<file path="config.mk">
export PLATFORM = sky130hd
export DESIGN_NAME = adder_arbiter
export DESIGN_NICKNAME = d
export VERILOG_FILES = /design/src/rtl/adder_arbiter.sv
export SDC_FILE = /design/constraint.sdc
export NUM_CORES = 1
export LEC_CHECK = 0
export BUFFER_PORTS_ARGS = -buffer_cell sky130_fd_sc_hd__buf_2
export CORE_ASPECT_RATIO = 0.7
export CORE_MARGIN = 2
export CORE_UTILIZATION = 40
export DETAILED_ROUTE_END_ITERATION = 8
export MAX_ROUTING_LAYER = met4
export PLACE_DENSITY = 0.78
export SLEW_MARGIN = 40
export SYNTH_ARGS = -nofsm -noshare
export SYNTH_HDL_FRONTEND = slang
export SYNTH_SLANG_ARGS = --single-unit
export TNS_END_PERCENT = 20
</file>
<file path="constraint.sdc">
create_clock -name clk -period 2.1 [get_ports clk]
set_input_delay 0.42 -clock clk [delete_from_list [all_inputs] [get_ports clk]]
set_output_delay 0.42 -clock clk [all_outputs]
set_load 0.03 [all_outputs]
</file>
<file path="src/rtl/adder_arbiter.sv">
// adder_arbiter: arbitrates two requesters onto one shared multi-cycle adder.
// Ties alternate between requesters; each result is held until the consumer takes it.
module adder_arbiter #(
    parameter int unsigned N   = 32,
    parameter int unsigned LAT = 2
) (
    input  logic         clk,
    input  logic         rst,
    input  logic         req0_valid,
    output logic         req0_ready,
    input  logic [N-1:0] req0_a,
    input  logic [N-1:0] req0_b,
    input  logic         req0_cin,
    input  logic         req1_valid,
    output logic         req1_ready,
    input  logic [N-1:0] req1_a,
    input  logic [N-1:0] req1_b,
    input  logic         req1_cin,
    output logic [N-1:0] add_a,
    output logic [N-1:0] add_b,
    output logic         add_cin,
    input  logic [N-1:0] add_sum,
    output logic         resp_valid,
    input  logic         resp_ready,
    output logic         resp_id,
    output logic [N-1:0] resp_sum
);

    localparam int unsigned CNT_W = 4;

    typedef enum logic [1:0] {
        IDLE   = 2'd0,
        SETTLE = 2'd1,
        DONE   = 2'd2
    } state_t;

    state_t           r_state;
    logic [CNT_W-1:0] r_cnt;
    logic             r_last_grant;
    logic             r_id;
    logic [N-1:0]     r_add_a;
    logic [N-1:0]     r_add_b;
    logic             r_add_cin;
    logic             r_resp_valid;
    logic             r_resp_id;
    logic [N-1:0]     r_resp_sum;

    logic             w_any_valid;
    logic             w_grant_id;
    logic             w_accept;
    logic [N-1:0]     w_sel_a;
    logic [N-1:0]     w_sel_b;
    logic             w_sel_cin;

    // On a tie the requester that did not win last time is granted.
    assign w_any_valid = req0_valid | req1_valid;
    assign w_grant_id  = (req0_valid & req1_valid) ? ~r_last_grant : req1_valid;
    assign w_accept    = (r_state == IDLE) & w_any_valid & ~rst;

    assign req0_ready  = w_accept & ~w_grant_id;
    assign req1_ready  = w_accept &  w_grant_id;

    assign w_sel_a     = w_grant_id ? req1_a   : req0_a;
    assign w_sel_b     = w_grant_id ? req1_b   : req0_b;
    assign w_sel_cin   = w_grant_id ? req1_cin : req0_cin;

    assign add_a       = r_add_a;
    assign add_b       = r_add_b;
    assign add_cin     = r_add_cin;
    assign resp_valid  = r_resp_valid;
    assign resp_id     = r_resp_id;
    assign resp_sum    = r_resp_sum;

    // Control FSM and datapath registers.
    always_ff @(posedge clk) begin
        if (rst) begin
            r_state      <= IDLE;
            r_cnt        <= '0;
            r_last_grant <= 1'b1;
            r_id         <= 1'b0;
            r_add_a      <= '0;
            r_add_b      <= '0;
            r_add_cin    <= 1'b0;
            r_resp_valid <= 1'b0;
            r_resp_id    <= 1'b0;
            r_resp_sum   <= '0;
        end else begin
            case (r_state)
                IDLE: begin
                    if (w_accept) begin
                        r_add_a      <= w_sel_a;
                        r_add_b      <= w_sel_b;
                        r_add_cin    <= w_sel_cin;
                        r_id         <= w_grant_id;
                        r_last_grant <= w_grant_id;
                        r_cnt        <= CNT_W'(LAT - 1);
                        r_state      <= SETTLE;
                    end
                end
                SETTLE: begin
                    if (r_cnt != '0) begin
                        r_cnt <= r_cnt - CNT_W'(1);
                    end else begin
                        r_resp_sum   <= add_sum;
                        r_resp_id    <= r_id;
                        r_resp_valid <= 1'b1;
                        r_state      <= DONE;
                    end
                end
                DONE: begin
                    if (resp_ready) begin
                        r_resp_valid <= 1'b0;
                        r_state      <= IDLE;
                    end
                end
                default: begin
                    r_resp_valid <= 1'b0;
                    r_state      <= IDLE;
                end
            endcase
        end
    end

endmodule

</file>
==> results of run 1 <==
==> registers in the layout (all words and copies together) (netlist names), 2 cells and up <==
signal,flops
add_a,32
add_b,32
r_cnt,4
r_state,2
resp_sum,32
==> metrics by stage <==
step	instance area [um^2]	hold WS, ps	setup slack, ps
5_1_grt	5650	299	43.4
2_1_floorplan	3930	432	413
3_3_place_gp	5350	440	380
3_5_place_dp	5350	445	310
6_report	5650	312	160
4_1_cts	5650	300	143
==> final timing paths <==
check | startpoint | end | slack, ps
worst max-delay path | r_state[1] | req1_ready | 160
worst min-delay path | add_sum[13] | resp_sum[13] | 310
worst max register to register | r_state[1] | add_a[19] | 390
worst min register to register | resp_sum[26] | resp_sum[26] | 450
==> cell usage in the layout, fill, tap and decap left out <==
| master | synthesis | layout |
|---|---|---|
| a21oi_1 | 37 | 37 |
| a221oi_1 | 1 | 1 |
| a222oi_1 | 65 | 65 |
| a311oi_1 | 1 | 1 |
| a31o_2 | 1 | 1 |
| a31oi_1 | 1 | 1 |
| and2_1 | 1 | 1 |
| and3_2 | 0 | 2 |
| buf_12 | 0 | 2 |
| buf_2 | 17 | 266 |
| buf_4 | 0 | 11 |
| bufinv_16 | 0 | 1 |
| clkbuf_1 | 19 | 1 |
| clkbuf_16 | 0 | 9 |
| clkbuf_8 | 0 | 2 |
| clkinv_2 | 0 | 2 |
| clkinv_4 | 0 | 1 |
| dfxtp_1 | 107 | 107 |
| ha_1 | 2 | 2 |
| inv_1 | 4 | 4 |
| nand2_1 | 71 | 71 |
| nand2b_1 | 3 | 3 |
| nand3_1 | 2 | 2 |
| nand4b_1 | 1 | 1 |
| nor2_1 | 68 | 68 |
| nor2b_1 | 1 | 1 |
| nor3_1 | 2 | 2 |
| nor3b_2 | 1 | 1 |
| o211a_1 | 2 | 2 |
| o21ai_0 | 1 | 1 |
| o21ai_2 | 0 | 1 |
| o21ai_4 | 0 | 1 |
| or3_1 | 2 | 2 |
| xor2_1 | 1 | 1 |
==> area by class of cell <==
type | instances | area share
well taps | 128 | 0.0283
repair buffers | 279 | 0.257
flip-flops and latches | 107 | 0.379
inverters | 4 | 0.00266
multi-input cells | 268 | 0.279
clock inverters | 4 | 0.00864
clock buffers | 12 | 0.0454
==> power groups by stage <==
stage          clock (mW)  sequential, mW  combinational [mW]
5_1_grt              1.83            2.40                1.66
3_5_place_dp            0            2.41                1.54
4_1_cts              1.75            2.37                1.54
2_1_floorplan           0            2.79               0.626
6_report             1.70            2.37                1.54
3_3_place_gp            0            2.41                1.50
==> critical path: cells and delay by family, from the launching register on <==
kind / cells / cell delay, ps
and+or+nand+nor: 2 / 580
buffers and inverters: 1 / 210
DFF: 1 / 380
==> kinds of logic after synthesis <==
kind of cell	after synthesis
xor+xnor	1
simple gates	154
flops	107
compound gates	111
fa+ha+maj	2
buf+inv	45
==> routing by layer <==
layer | track usage | wire length, um
met5 | - | 0
met4 | 0.0512 | 71
met3 | 0.0615 | 1120
met2 | 0.385 | 6010
met1 | 0.257 | 5030
==> metrics, run 1 <==
Synth Area in Simple Gates 0.158; main combinational cell family by area after synthesis compound AO/OA/AOI/OAI gates; drt first pass iters 9; H-tree depth 3; ys flop type dfxtp_1; total clock buffers created by CTS 9; Area contributors post-synth dfxtp_1, a222oi_1, nand2_1; Sw Share 0.326; Buffers on Ports about 270; Final Core Density 0.588; first-pass GRT wire length between 15000 and 20000 um; total number of vias approximately 4300; Commonest cells post-synth dfxtp_1, nand2_1, nor2_1; RSZ-0062 raised after global routing no; Post-Route WL 12200 um; Post-synth EDFFs 0; DR WL/cell ~15 um; Max-slew headroom 0.569; Die Footprint between 0.01 and 0.015 mm^2; compound-cell area share of the yosys netlist 0.230; #FFs+latches synth roughly 110; mux cell area share after synthesis 0; multi-input logic area 0.00157 mm^2; post-route insts no fill around 800; Tmin final between 1500 and 2000 ps; arrival time at the worst endpoint around 1500 ps; initial antenna violation count 0; critical path's slowest cell dfxtp_1; VDD IR max 0.000528 V; Comb pwr share 0.274; P_sw ~1.8 mW; Cells after DPL 786; HP Class primary input to register; Design Power approximately 5.6 mW; register area approximately 0.0021 mm^2; num rows 30; CP Launch Type register; asr flop ratio synth 0; status complete, but fails checks; Nets roughly 840; Max Cap Viol 0; Clock Path Buffers 2; worst-path cell chain nor3_1 -> and3_2 -> buf_2; Synth warnings 0; CTS tree built; via/cell ratio 5.32; Pint roughly 3.8 mW; Seq pwr share 0.423; setup violators final 0; Overflow after GRT 0; failing checks DRC; XOR/XNOR Fraction of Synth Area 0.00223; vias in the first global route between 3000 and 4000; Clock Skews between 6 and 7 ps; core area just under 0.01 mm^2; root buf cell clkbuf_16; GPL Wtd Cong ~0.86; worst skew pair latency approximately 340 ps; Synth area leader dfxtp_1; Ports around 270; Max Clock Freq 516 MHz; cell count after synthesis 420; Die Y slightly below 90 um; CTS clk-pin slew, worst paths 70 ps; Synth Area in Adders 0.00637; CP Capture Type primary output; Cell variety after synth 27; slew at the pin closest to its max-slew limit between 600 and 700 ps; data required time at the worst endpoint approximately 1700 ps; fillers approximately 870; antenna cell count 0; pin count of the biggest net entering global routing 67; area share of the leading cell type in the synthesized netlist 0.546; power density cells 993 mW/mm^2; fraction of layout cells with a size suffix above 1 0.445; final hold vios 0; clock share of power 0.303; CP max FO 8; Netlist Area Pre-Place 0.00393 mm^2; dpl hpwl 8640 um; width of the die between 100 and 150 um; Slew Limit Fails 0; Area Growth Syn to Fin 43.9%; Seq/Total Area, Yosys 0.546; most common cell in the netlist dfxtp_1; cell depth of the worst flop-to-flop path 5; syn nets approximately 590; kind of critical path register to primary output; Starting DRT DRC Count 422; Post-CTS Setup Inserts 0; Post-DRT Antenna Nets 0; Post-CTS Resized 0; Final period util 0.924; Hold Buf Count CTS 0; leakage around 2.8 nW; CP max stage delay 380 ps; post-route setup TNS 0 ps; Hold Crit Depth 3; initial core utilization 0.409; clock tree sinks around 110; GRT Util Overall 0.222; synthesized area per cell slightly above 9 um^2; DRC viols 5
(Power assumes the default switching activity.)
==> run 2: changes to the inputs <==
--- a/config.mk
+++ b/config.mk
@@ -12,7 +12,7 @@
 export DETAILED_ROUTE_END_ITERATION = 8
 export MAX_ROUTING_LAYER = met4
 export PLACE_DENSITY = 0.78
-export SLEW_MARGIN = 40
+export SLEW_MARGIN = 0
 export SYNTH_ARGS = -nofsm -noshare
 export SYNTH_HDL_FRONTEND = slang
 export SYNTH_SLANG_ARGS = --single-unit
==> constraint.sdc (replaced) <==
create_clock -name clk -period 2.1 [get_ports clk]
set_input_delay 0.42 -clock clk [delete_from_list [all_inputs] [get_ports clk]]
set_output_delay 0.42 -clock clk [all_outputs]
set_load 0.05 [all_outputs]
==> run 2 against run 1 <==
Against the previous run: the run now ends clean; flip-flop and latch count unchanged; largest cell class unchanged; combinational power increased by 20%; global-route usage increased by 1.0 points; die area unchanged; core utilization increased by 0.33 points; non-clock buffer count unchanged; clock-buffer cell count decreased by 3; sequential power about the same; routed wire length increased by 4.1%; power increased by 7.9%; sequential share of layout area decreased by 0.21 points; clock skew increased by 1.9 ps.
==> metrics, run 2 (synthesis results as in run 1) <==
status finished clean; initial core utilization 0.409; R2R setup slack 310 ps; commonest non-fill, non-tap cell in the layout buf_2; Worst Setup EP req0_ready; pin count of the biggest net entering global routing between 60 and 70; worst skew pair latency between 300 and 400 ps; slew at the pin closest to its max-slew limit about 750 ps; Final period util 0.951; Crit path max-delay family simple AND/OR/NAND/NOR gates; Die Y 86.9 um; setup violators final 0; clock tree sinks ~110; Post-Route WL 12700 um; CP max stage delay approximately 400 ps; VDD IR max roughly 0.00062 V; antenna cell count 0; via/cell ratio around 5.4; crit path launch r_state[1]; Post-DRT Antenna Nets 0; HP Class primary input to register; Hold Buf Count CTS 0; initial antenna violation count 0; Clock Path Buffers 2; root buf cell clkbuf_16; power density cells ~1100 mW/mm^2; worst-path cell chain nor3_2 -> and3_2 -> buf_2; clock share of power 0.302; Area Growth Syn to Fin 44.7%; leakage between 2 and 3 nW; fraction of layout cells with a size suffix above 1 0.448; total clock buffers created by CTS 9; Die Footprint 0.0106 mm^2; DRC viols 0; Comb pwr share 0.306; Sw Share 0.363; H-tree depth 3; Design Power ~6.1 mW; cell depth of the worst flop-to-flop path 6; reg2reg end add_a[20]; arrival time at the worst endpoint ~1600 ps; CP Launch Type register; GRT Util Overall 0.232; CTS tree built; num rows 30; dpl hpwl 9090 um; Starting DRT DRC Count about 560; post-route setup TNS 0 ps; Seq pwr share 0.392; Ports approximately 270; first-pass GRT wire length between 15000 and 20000 um; kind of critical path register to primary output; hold slack 318 ps; vias in the first global route ~4000; Max Cap Viol 0; Pint roughly 3.9 mW; Overflow after GRT 0; total number of vias 4336; Buffers on Ports ~270; GPL Wtd Cong between 0.8 and 0.9; WP depth 3; P_sw about 2.2 mW; worst path bufs/invs 1; data required time at the worst endpoint about 1700 ps; critical path's slowest cell dfxtp_1; Nets 838; CP Capture Type primary output; Tmin final 2000 ps; DR WL/cell ~16 um; Post-CTS Resized 0; RSZ-0062 raised after global routing no; Slew Limit Fails 0; CTS clk-pin slew, worst paths about 80 ps; Post-CTS Setup Inserts 0; CP max FO 8; Clock Skews about 7.9 ps; most frequent cells in the layout buf_2, dfxtp_1, nand2_1; width of the die around 120 um; core area roughly 0.0096 mm^2; RR Startpoint r_state[1]; Max-slew headroom 0.499; Max Clock Freq between 500 and 600 MHz; final hold vios 0; drt first pass iters 7
==> run 2: layout make-up <==
| type | instances | area, um^2 |
|---|---|---|
| inverter | 4 | 15.0 |
| fill | 876 | 3930 |
| clock buffer | 9 | 225 |
| timing repair buffer | 279 | 1450 |
| multi-input combinational | 268 | 1580 |
| sequential | 107 | 2140 |
| tap | 128 | 160 |
| clock inverter | 7 | 106 |
==> run 2: worst min path at each step <==
stage,from,to,depth (start not counted)
after global placement,resp_sum[31],resp_sum[31],2
after floorplan,r_id,resp_id,2
after detailed placement,resp_sum[9],resp_sum[9],2
final,add_sum[2],resp_sum[2],3
after global routing,add_sum[22],resp_sum[22],3
after CTS,add_sum[29],resp_sum[29],3
==> run 2: routing by layer <==
metal,wire [um],global-route usage
met1,5180,0.272
met2,6250,0.403
met3,1080,0.0471
met4,227,0.0731
met5,0,-
==> run 2: through the flow <==
step,cell area (um^2),instances,util,setup slack (ps)
after CTS,5680,802,0.591,73.7
after floorplan,3930,420,-,347
after global placement,5350,786,0.556,271
final,5680,802,0.591,103
after detailed placement,5350,786,0.556,152
after global routing,5680,802,0.591,41.0
==> run 2: worst min-delay path: cells and delay by family <==
family,cells,cell delay (ps)
and+or+nand+nor,1,50
AOI/OAI and AO/OA,1,50
buffers and inverters,1,90
==> run 2: power groups by stage <==
stage	Sequential [mW]	Combinational (mW)	Clock, mW
final	2.38	1.85	1.83
after global routing	2.40	1.98	1.96
after CTS	2.37	1.85	1.88
after detailed placement	2.41	1.85	0
after global placement	2.40	1.81	0
after floorplan	3.08	0.633	0
